[src/rtl/axi_lib_pkg.sv]
// axi_lib_pkg: shared AXI4-Lite response codes, write/read FSM state
// encodings and an index-width helper for the register bank slice.
package axi_lib_pkg;

    localparam logic [1:0] RESP_OKAY   = 2'b00;
    localparam logic [1:0] RESP_SLVERR = 2'b10;

    typedef enum logic [1:0] {
        W_IDLE,
        W_EXEC,
        W_RESP
    } wr_state_t;

    typedef enum logic [1:0] {
        R_IDLE,
        R_FETCH,
        R_VALID
    } rd_state_t;

    function automatic int idx_width(input int n);
        return (n > 1) ? $clog2(n) : 1;
    endfunction

endpackage

[src/rtl/axi4_lite_reg_bank_if.sv]
// axi4_lite_reg_bank_if: AXI4-Lite AW/W/B/AR/R channel bundle.
// Ports: s_aw*, s_w*, s_b*, s_ar*, s_r*; master/slave modports.
interface axi4_lite_reg_bank_if #(
    parameter int ADDR_WIDTH = 32,
    parameter int DATA_WIDTH = 32
);

    logic [ADDR_WIDTH-1:0]   s_awaddr;
    logic                    s_awvalid;
    logic                    s_awready;
    logic [DATA_WIDTH-1:0]   s_wdata;
    logic [DATA_WIDTH/8-1:0] s_wstrb;
    logic                    s_wvalid;
    logic                    s_wready;
    logic [1:0]              s_bresp;
    logic                    s_bvalid;
    logic                    s_bready;
    logic [ADDR_WIDTH-1:0]   s_araddr;
    logic                    s_arvalid;
    logic                    s_arready;
    logic [DATA_WIDTH-1:0]   s_rdata;
    logic [1:0]              s_rresp;
    logic                    s_rvalid;
    logic                    s_rready;

    modport master (
        output s_awaddr, s_awvalid,
        input  s_awready,
        output s_wdata, s_wstrb, s_wvalid,
        input  s_wready,
        input  s_bresp, s_bvalid,
        output s_bready,
        output s_araddr, s_arvalid,
        input  s_arready,
        input  s_rdata, s_rresp, s_rvalid,
        output s_rready
    );

    modport slave (
        input  s_awaddr, s_awvalid,
        output s_awready,
        input  s_wdata, s_wstrb, s_wvalid,
        output s_wready,
        output s_bresp, s_bvalid,
        input  s_bready,
        input  s_araddr, s_arvalid,
        output s_arready,
        output s_rdata, s_rresp, s_rvalid,
        input  s_rready
    );

endinterface

[src/rtl/axi4_lite_addr_decode.sv]
// axi4_lite_addr_decode: registered address-to-register decode.
// Ports: clk, rst_n, en (capture), addr -> hit (mapped), idx.
module axi4_lite_addr_decode
    import axi_lib_pkg::*;
#(
    parameter int                    ADDR_WIDTH = 32,
    parameter int                    DATA_WIDTH = 32,
    parameter logic [ADDR_WIDTH-1:0] BASE_ADDR  = '0,
    parameter int                    NUM_REGS   = 16,
    parameter int                    IDX_W      = idx_width(NUM_REGS)
) (
    input  logic                  clk,
    input  logic                  rst_n,
    input  logic                  en,
    input  logic [ADDR_WIDTH-1:0] addr,
    output logic                  hit,
    output logic [IDX_W-1:0]      idx
);

    localparam int BYTES = DATA_WIDTH / 8;
    localparam int LSB   = $clog2(BYTES);
    localparam logic [63:0] SPAN = 64'(NUM_REGS) * 64'(BYTES);
    localparam logic [ADDR_WIDTH-1:0] ALIGN = ADDR_WIDTH'(BYTES - 1);

    logic [ADDR_WIDTH:0]   diff;
    logic [ADDR_WIDTH-1:0] off;
    logic                  hit_d;

    // The extra top bit of diff is the borrow: set when addr < BASE_ADDR.
    always_comb begin
        diff  = {1'b0, addr} - {1'b0, BASE_ADDR};
        off   = diff[ADDR_WIDTH-1:0];
        hit_d = !diff[ADDR_WIDTH]
              && (64'(off) < SPAN)
              && ((off & ALIGN) == '0);
    end

    always_ff @(posedge clk) begin
        if (!rst_n) begin
            hit <= 1'b0;
            idx <= '0;
        end else if (en) begin
            hit <= hit_d;
            idx <= IDX_W'(off >> LSB);
        end
    end

endmodule

[src/rtl/axi4_lite_reg_bank.sv]
// axi4_lite_reg_bank: AXI4-Lite slave register bank with RO, COR and
// write-trigger registers. Ports: clk, rst_n, s_axi (slave channels),
// i_hw_we/i_hw_wdata (hw writes), o_regs (contents), o_write_trigger.
module axi4_lite_reg_bank
    import axi_lib_pkg::*;
#(
    parameter int                    ADDR_WIDTH = 32,
    parameter int                    DATA_WIDTH = 32,
    parameter logic [ADDR_WIDTH-1:0] BASE_ADDR  = '0,
    parameter int                    NUM_REGS   = 16,
    parameter logic [NUM_REGS-1:0]   RO_MASK    = '0,
    parameter logic [NUM_REGS-1:0]   COR_MASK   = '0,
    parameter logic [NUM_REGS-1:0]   TRIG_MASK  = '0
) (
    input  logic                           clk,
    input  logic                           rst_n,
    axi4_lite_reg_bank_if.slave            s_axi,
    input  logic [NUM_REGS-1:0]            i_hw_we,
    input  logic [NUM_REGS*DATA_WIDTH-1:0] i_hw_wdata,
    output logic [NUM_REGS*DATA_WIDTH-1:0] o_regs,
    output logic [NUM_REGS-1:0]            o_write_trigger
);

    localparam int BYTES = DATA_WIDTH / 8;
    localparam int IDX_W = idx_width(NUM_REGS);

    wr_state_t w_state, w_next;
    rd_state_t r_state, r_next;

    logic                  aw_held, w_held;
    logic                  aw_hs, w_hs, ar_hs;
    logic [DATA_WIDTH-1:0] wdata_q;
    logic [BYTES-1:0]      wstrb_q;
    logic                  w_hit, r_hit;
    logic [IDX_W-1:0]      w_idx, r_idx;
    logic                  w_ok, w_commit, r_fetch;
    logic [1:0]            bresp_q, rresp_q;
    logic [DATA_WIDTH-1:0] rdata_q;
    logic [DATA_WIDTH-1:0] regs [NUM_REGS];

    // Handshakes are built from state, not from the ready outputs,
    // so the FSM process has no self-referential inputs.
    assign aw_hs = s_axi.s_awvalid && (w_state == W_IDLE) && !aw_held;
    assign w_hs  = s_axi.s_wvalid  && (w_state == W_IDLE) && !w_held;
    assign ar_hs = s_axi.s_arvalid && (r_state == R_IDLE);

    assign w_ok     = w_hit && !RO_MASK[w_idx];
    assign w_commit = (w_state == W_EXEC) && w_ok;
    assign r_fetch  = (r_state == R_FETCH);

    axi4_lite_addr_decode #(
        .ADDR_WIDTH (ADDR_WIDTH),
        .DATA_WIDTH (DATA_WIDTH),
        .BASE_ADDR  (BASE_ADDR),
        .NUM_REGS   (NUM_REGS),
        .IDX_W      (IDX_W)
    ) u_aw_dec (
        .clk   (clk),
        .rst_n (rst_n),
        .en    (aw_hs),
        .addr  (s_axi.s_awaddr),
        .hit   (w_hit),
        .idx   (w_idx)
    );

    axi4_lite_addr_decode #(
        .ADDR_WIDTH (ADDR_WIDTH),
        .DATA_WIDTH (DATA_WIDTH),
        .BASE_ADDR  (BASE_ADDR),
        .NUM_REGS   (NUM_REGS),
        .IDX_W      (IDX_W)
    ) u_ar_dec (
        .clk   (clk),
        .rst_n (rst_n),
        .en    (ar_hs),
        .addr  (s_axi.s_araddr),
        .hit   (r_hit),
        .idx   (r_idx)
    );

    // Write FSM
    always_ff @(posedge clk) begin
        if (!rst_n) w_state <= W_IDLE;
        else        w_state <= w_next;
    end

    always_comb begin
        w_next          = w_state;
        s_axi.s_awready = 1'b0;
        s_axi.s_wready  = 1'b0;
        s_axi.s_bvalid  = 1'b0;
        unique case (w_state)
            W_IDLE: begin
                s_axi.s_awready = !aw_held;
                s_axi.s_wready  = !w_held;
                if ((aw_held || aw_hs) && (w_held || w_hs))
                    w_next = W_EXEC;
            end
            W_EXEC: w_next = W_RESP;
            W_RESP: begin
                s_axi.s_bvalid = 1'b1;
                if (s_axi.s_bready) w_next = W_IDLE;
            end
            default: w_next = W_IDLE;
        endcase
    end

    always_ff @(posedge clk) begin
        if (!rst_n) begin
            aw_held <= 1'b0;
            w_held  <= 1'b0;
            wdata_q <= '0;
            wstrb_q <= '0;
            bresp_q <= RESP_SLVERR;
        end else if (w_state == W_EXEC) begin
            aw_held <= 1'b0;
            w_held  <= 1'b0;
            bresp_q <= w_ok ? RESP_OKAY : RESP_SLVERR;
        end else begin
            if (aw_hs) aw_held <= 1'b1;
            if (w_hs) begin
                w_held  <= 1'b1;
                wdata_q <= s_axi.s_wdata;
                wstrb_q <= s_axi.s_wstrb;
            end
        end
    end

    assign s_axi.s_bresp = bresp_q;

    // Read FSM
    always_ff @(posedge clk) begin
        if (!rst_n) r_state <= R_IDLE;
        else        r_state <= r_next;
    end

    always_comb begin
        r_next          = r_state;
        s_axi.s_arready = 1'b0;
        s_axi.s_rvalid  = 1'b0;
        unique case (r_state)
            R_IDLE: begin
                s_axi.s_arready = 1'b1;
                if (s_axi.s_arvalid) r_next = R_FETCH;
            end
            R_FETCH: r_next = R_VALID;
            R_VALID: begin
                s_axi.s_rvalid = 1'b1;
                if (s_axi.s_rready) r_next = R_IDLE;
            end
            default: r_next = R_IDLE;
        endcase
    end

    // Captured from storage before this edge's updates land, so a
    // concurrent write or hw update returns the old value.
    always_ff @(posedge clk) begin
        if (!rst_n) begin
            rdata_q <= '0;
            rresp_q <= RESP_SLVERR;
        end else if (r_fetch) begin
            rdata_q <= r_hit ? regs[r_idx] : '0;
            rresp_q <= r_hit ? RESP_OKAY : RESP_SLVERR;
        end
    end

    assign s_axi.s_rdata = rdata_q;
    assign s_axi.s_rresp = rresp_q;

    // Storage: hardware write beats AXI write beats clear-on-read.
    always_ff @(posedge clk) begin
        if (!rst_n) begin
            for (int i = 0; i < NUM_REGS; i++) regs[i] <= '0;
        end else begin
            for (int i = 0; i < NUM_REGS; i++) begin
                if (i_hw_we[i]) begin
                    regs[i] <= i_hw_wdata[i*DATA_WIDTH +: DATA_WIDTH];
                end else if (w_commit && w_idx == IDX_W'(i)) begin
                    for (int b = 0; b < BYTES; b++)
                        if (wstrb_q[b])
                            regs[i][b*8 +: 8] <= wdata_q[b*8 +: 8];
                end else if (r_fetch && r_hit && COR_MASK[i]
                             && r_idx == IDX_W'(i)) begin
                    regs[i] <= '0;
                end
            end
        end
    end

    always_comb begin
        o_write_trigger = '0;
        for (int i = 0; i < NUM_REGS; i++)
            if (w_commit && w_idx == IDX_W'(i) && TRIG_MASK[i])
                o_write_trigger[i] = 1'b1;
    end

    always_comb begin
        o_regs = '0;
        for (int i = 0; i < NUM_REGS; i++)
            o_regs[i*DATA_WIDTH +: DATA_WIDTH] = regs[i];
    end

endmodule

[src/flat_wrapper.sv]
// flat-port wrapper written by rule: the top's interface ports become plain ports
module axi4_lite_reg_bank_flat import axi_lib_pkg::*;
#(
    parameter int                    ADDR_WIDTH = 32,
    parameter int                    DATA_WIDTH = 32,
    parameter logic [ADDR_WIDTH-1:0] BASE_ADDR  = '0,
    parameter int                    NUM_REGS   = 16,
    parameter logic [NUM_REGS-1:0]   RO_MASK    = '0,
    parameter logic [NUM_REGS-1:0]   COR_MASK   = '0,
    parameter logic [NUM_REGS-1:0]   TRIG_MASK  = '0
)
  (clk, rst_n, i_hw_we, i_hw_wdata, o_regs, o_write_trigger, s_axi_s_awaddr, s_axi_s_awvalid, s_axi_s_awready, s_axi_s_wdata, s_axi_s_wstrb, s_axi_s_wvalid, s_axi_s_wready, s_axi_s_bresp, s_axi_s_bvalid, s_axi_s_bready, s_axi_s_araddr, s_axi_s_arvalid, s_axi_s_arready, s_axi_s_rdata, s_axi_s_rresp, s_axi_s_rvalid, s_axi_s_rready);
  axi4_lite_reg_bank_if #(.ADDR_WIDTH(ADDR_WIDTH), .DATA_WIDTH(DATA_WIDTH)) s_axi_i ();
  input  logic clk;
  input  logic rst_n;
  input  logic [NUM_REGS-1:0] i_hw_we;
  input  logic [NUM_REGS*DATA_WIDTH-1:0] i_hw_wdata;
  output logic [NUM_REGS*DATA_WIDTH-1:0] o_regs;
  output logic [NUM_REGS-1:0] o_write_trigger;
  input wire logic [$bits(s_axi_i.s_awaddr)-1:0] s_axi_s_awaddr;
  input wire logic [$bits(s_axi_i.s_awvalid)-1:0] s_axi_s_awvalid;
  output wire logic [$bits(s_axi_i.s_awready)-1:0] s_axi_s_awready;
  input wire logic [$bits(s_axi_i.s_wdata)-1:0] s_axi_s_wdata;
  input wire logic [$bits(s_axi_i.s_wstrb)-1:0] s_axi_s_wstrb;
  input wire logic [$bits(s_axi_i.s_wvalid)-1:0] s_axi_s_wvalid;
  output wire logic [$bits(s_axi_i.s_wready)-1:0] s_axi_s_wready;
  output wire logic [$bits(s_axi_i.s_bresp)-1:0] s_axi_s_bresp;
  output wire logic [$bits(s_axi_i.s_bvalid)-1:0] s_axi_s_bvalid;
  input wire logic [$bits(s_axi_i.s_bready)-1:0] s_axi_s_bready;
  input wire logic [$bits(s_axi_i.s_araddr)-1:0] s_axi_s_araddr;
  input wire logic [$bits(s_axi_i.s_arvalid)-1:0] s_axi_s_arvalid;
  output wire logic [$bits(s_axi_i.s_arready)-1:0] s_axi_s_arready;
  output wire logic [$bits(s_axi_i.s_rdata)-1:0] s_axi_s_rdata;
  output wire logic [$bits(s_axi_i.s_rresp)-1:0] s_axi_s_rresp;
  output wire logic [$bits(s_axi_i.s_rvalid)-1:0] s_axi_s_rvalid;
  input wire logic [$bits(s_axi_i.s_rready)-1:0] s_axi_s_rready;
  assign s_axi_i.s_awaddr = s_axi_s_awaddr;
  assign s_axi_i.s_awvalid = s_axi_s_awvalid;
  assign s_axi_s_awready = s_axi_i.s_awready;
  assign s_axi_i.s_wdata = s_axi_s_wdata;
  assign s_axi_i.s_wstrb = s_axi_s_wstrb;
  assign s_axi_i.s_wvalid = s_axi_s_wvalid;
  assign s_axi_s_wready = s_axi_i.s_wready;
  assign s_axi_s_bresp = s_axi_i.s_bresp;
  assign s_axi_s_bvalid = s_axi_i.s_bvalid;
  assign s_axi_i.s_bready = s_axi_s_bready;
  assign s_axi_i.s_araddr = s_axi_s_araddr;
  assign s_axi_i.s_arvalid = s_axi_s_arvalid;
  assign s_axi_s_arready = s_axi_i.s_arready;
  assign s_axi_s_rdata = s_axi_i.s_rdata;
  assign s_axi_s_rresp = s_axi_i.s_rresp;
  assign s_axi_s_rvalid = s_axi_i.s_rvalid;
  assign s_axi_i.s_rready = s_axi_s_rready;
  axi4_lite_reg_bank #(.ADDR_WIDTH(ADDR_WIDTH), .DATA_WIDTH(DATA_WIDTH), .BASE_ADDR(BASE_ADDR), .NUM_REGS(NUM_REGS), .RO_MASK(RO_MASK), .COR_MASK(COR_MASK), .TRIG_MASK(TRIG_MASK)) u_core (.clk(clk), .rst_n(rst_n), .s_axi(s_axi_i), .i_hw_we(i_hw_we), .i_hw_wdata(i_hw_wdata), .o_regs(o_regs), .o_write_trigger(o_write_trigger));
endmodule
[config.mk]
export PLATFORM = sky130hd
export DESIGN_NAME = axi4_lite_reg_bank_flat
export DESIGN_NICKNAME = d
export VERILOG_FILES = /design/src/rtl/axi_lib_pkg.sv /design/src/rtl/axi4_lite_reg_bank_if.sv /design/src/rtl/axi4_lite_addr_decode.sv /design/src/rtl/axi4_lite_reg_bank.sv /design/src/flat_wrapper.sv
export SDC_FILE = /design/constraint.sdc
export NUM_CORES = 1
export LEC_CHECK = 0
export ABC_AREA = 1
export CAP_MARGIN = 5
export CORE_AREA = 4 4 468 470
export CTS_CLUSTER_SIZE = 30
export DETAILED_ROUTE_END_ITERATION = 8
export DIE_AREA = 0 0 472 474
export DONT_BUFFER_PORTS = 1
export GPL_ROUTABILITY_DRIVEN = 0
export PLACE_DENSITY_LB_ADDON = 0.08
export SKIP_CTS_REPAIR_TIMING = 1
export SLEW_MARGIN = 20
export SYNTH_ARGS = -nofsm -noshare
export SYNTH_HDL_FRONTEND = slang
export SYNTH_SLANG_ARGS = --single-unit
[constraint.sdc]
create_clock -name clk -period 6.37 [get_ports clk]
set_clock_uncertainty 0.15 [all_clocks]
set_input_delay 0.3185 -clock clk [delete_from_list [all_inputs] [get_ports clk]]
set_output_delay 0.3185 -clock clk [all_outputs]
set_load 0.1 [all_outputs]
==> flow_summary.ini <==
[outcome]
outcome = finished with violations
violations = hold timing

[sta]
period_needed_ns = 4.06
hold_viol = 6
rsz0062_at_grt = no
fin_hold_ws_ns = -0.0383
fin_tns_setup_ns = 0
fin_crit_sh_pct = 63.7
worstMarginPinSlew_ns = 1.43
maxSlewHeadroom_pct = 4.73
max_freq_ghz = 0.247
fin_ws_ns = 2.31
slew_violations = 0
setup_viol = 0

[floorplan]
die_w_um = 472
core_area_um2 = 214000
core.rowCount = 170
start_util_pct = 15.4
die_y_um = 474
ioPinCount = 1204
die_area_um2 = 224000

[clock_network]
cts_buffer_depth = 3
cts_sinks = 602
cts_buffers = 87
ctsRootBufferMaster = clkbuf_16
cts_max_level = 3
cts_tree = done
clk_pin_slew_ns = 0.06
insertion_delay_ns = 0.74

[layout]
instances_no_fill = 7912
fill_cells = 24000
drive_above_1_share_pct = 8.56
fin_nets = 5570
area_delta_synth_final_pct = 46.5

[synthesis]
synth-compound-area-share_pct = 12.6
yosysTopAreaCellShare_pct = 46.6
synth_simple_gate_area_share_pct = 25.5
synthMuxAreaShare_pct = 0
yosysWarnings = 0
synth_top_area_cell = edfxtp_1
synthAdderAreaFrac_pct = 0
synthesis.instances = 4087
ys_ff_latch = 602
synth.top_cells.by_area = edfxtp_1 (47%), nand3_1 (9.9%), nand2_1 (9.5%)
synth.avg_cell_area_um2 = 8.08
synth_area_um2 = 33000
synth.distinct_cells = 34
synth_xor_area_share_pct = 0
synth_top_family_by_area = simple AND/OR/NAND/NOR gates
yosysSeqAreaShare_pct = 52.0

[global_routing]
grt_pass1_vias = 31100
grt_overflow_total = 0
antenna_found_initial = 113
grt_max_degree = 463
grt_pass1_wl_um = 351000
track_usage_pct = 23.9

[detailed_routing]
topRoutingLayerUsed = met5
remaining_drc_errors = 0
routedWlPerCell_um = 36.2
ant_nets = 0
initialDrtViolationCount = 3118
drt-met1-wl_um = 126000
viasPerCell = 4.47
wl_met3_um = 25200
wl_met2_um = 128000
drt-total-wl_um = 287000
firstDrtPassIters = 6
vias = 35400

[place]
hpwl_um = 223000
pre_cts_ws_ns = 2.85
dp_cells = 6837
numPortBuffers = 0

[flow_run]
maxCapViolCount = 0

[worst_setup_path]
critical_path.cell_chain = inv_2 -> nand2_1 -> nor2_2 -> nand2_1 -> nor3_1 -> dlygate4sd3_1 -> nand3_1 -> dlygate4sd3_1 -> a21oi_1
crit_type = reg -> reg
cp_max_fo = 10
cp_slowest_cell = nor2_2
critical-path-top-delay-family = simple AND/OR/NAND/NOR gates
cp-end-kind = flip-flop
arrival_ns = 4.54
critical-path-max-stage-delay_ns = 0.91
worst-endpoint-required_ns = 6.86
critical_path_buf_inv_count = 3
cp-start-kind = flip-flop

[power]
power_density_nw_per_um2 = 312
finalPower_mw = 15.1
peakVddDrop_v = 0.000191
p_leak_nw = 19.2

[min_path]
hp-class = in -> reg
[cells by family (layout without fill, tap and decap cells)]
| group | count (synthesis) | in the layout |
|---|---|---|
| compound gates | 829 | 829 |
| buf+inv | 798 | 1704 |
| flops | 602 | 602 |
| simple gates | 1857 | 1857 |
| other cells | 1 | 82 |
[final cells by class]
cell class                      instances  area (µm²)  share of cell area, %
Sequential cell                       602       17200                   35.5
Tap cell                             2838        3550                   7.34
Multi-Input combinational cell       2704       12700                   26.2
Timing Repair Buffer                 1029       10100                   20.9
Inverter                              511        1940                   4.00
Antenna cell                           64         160                  0.331
Clock inverter                         55         392                  0.810
Clock buffer                          109        2340                   4.84
[where the power goes]
| group | internal [mW] | switching (mW) | leakage, nW | total, mW |
|---|---|---|---|---|
| Combinational | 0.828 | 2.37 | 11.7 | 3.20 |
| Sequential | 4.67 | 2.31 | 6.11 | 6.98 |
| Clock | 2.73 | 2.19 | 1.34 | 4.92 |
| Total | 8.23 | 6.86 | 19.2 | 15.1 |
[worst register-to-register path, delay by kind of cell (launching register included)]
family	cells	cell delay, ns
buf+inv	3	1.27
flops	1	0.34
compound gates	1	0.13
simple gates	5	2.10
[synth_stat cells (all sizes together)]
library cell,instances
nand4,6
nor3,7
dfxtp,90
nor4,6
nor2,309
nand3,674
clkinv,9
nand2,852
clkbuf,164
o21ai,545
conb,1
inv,502
or2,2
and2,1
edfxtp,512
a21oi,284
buf,123
[per-stage QoR]
| stage | utilization [%] | instance area [µm²] |
|---|---|---|
| after global routing | 22.5 | 48300 |
| final | 22.6 | 48400 |
| after CTS | 18.5 | 39600 |
| after global placement | 17.1 | 36700 |
| after detailed placement | 17.2 | 36900 |
| after floorplan | - | 33100 |
[flip-flops by register name (all words and copies together), names as in the netlist, 2 cells and up, named ones only]
name                  count
u_core.u_ar_dec.idx       4
u_core.wdata_q           32
u_core.w_state            2
u_core.r_state            2
u_core.u_aw_dec.idx       4
u_core.s_axi.s_rdata     32
u_core.wstrb_q            4
u_core.regs             512
[path summary, 6_finish.rpt]
| check | from | slack, ns | to | depth (start not counted) |
|---|---|---|---|---|
| max | u_core.w_state[1]$_SDFFE_PN0P_ | 2.31 | u_core.u_aw_dec.hit$_SDFFE_PN0P_ | 9 |
| min | s_axi_s_awvalid | -0.04 | u_core.u_aw_dec.idx[0]$_SDFFE_PN0P_ | 2 |
| max reg2reg | u_core.w_state[1]$_SDFFE_PN0P_ | 2.31 | u_core.u_aw_dec.hit$_SDFFE_PN0P_ | 9 |
| min reg2reg | u_core.s_axi.s_rdata[11]$_SDFFE_PN0N_ | 0.32 | u_core.s_axi.s_rdata[11]$_SDFFE_PN0N_ | 2 |
[per-layer routing]
layer  vias to the layer above  global-route usage (%)
li1                      15500                       -
met1                     17900                    30.9
met2                      1714                    37.6
met3                       325                    9.20
met4                        30                    5.13
met5                         -                       0
[cell usage in the layout (no fill, tap or decap), drive strengths merged]
cell type,netlist,routed
nor3,7,7
conb,1,18
or2,2,2
and2,1,1
nand2,852,852
clkinvlp,0,4
inv,502,504
o21ai,545,545
buf,123,196
a21oi,284,284
dfxtp,90,90
nor4,6,6
nand3,674,674
nor2,309,309
bufinv,0,3
edfxtp,512,512
clkinv,9,55
dlygate4sd3,0,830
diode,0,64
nand4,6,6
clkbuf,164,112
Note: power is estimated with default switching activity, not from simulation.
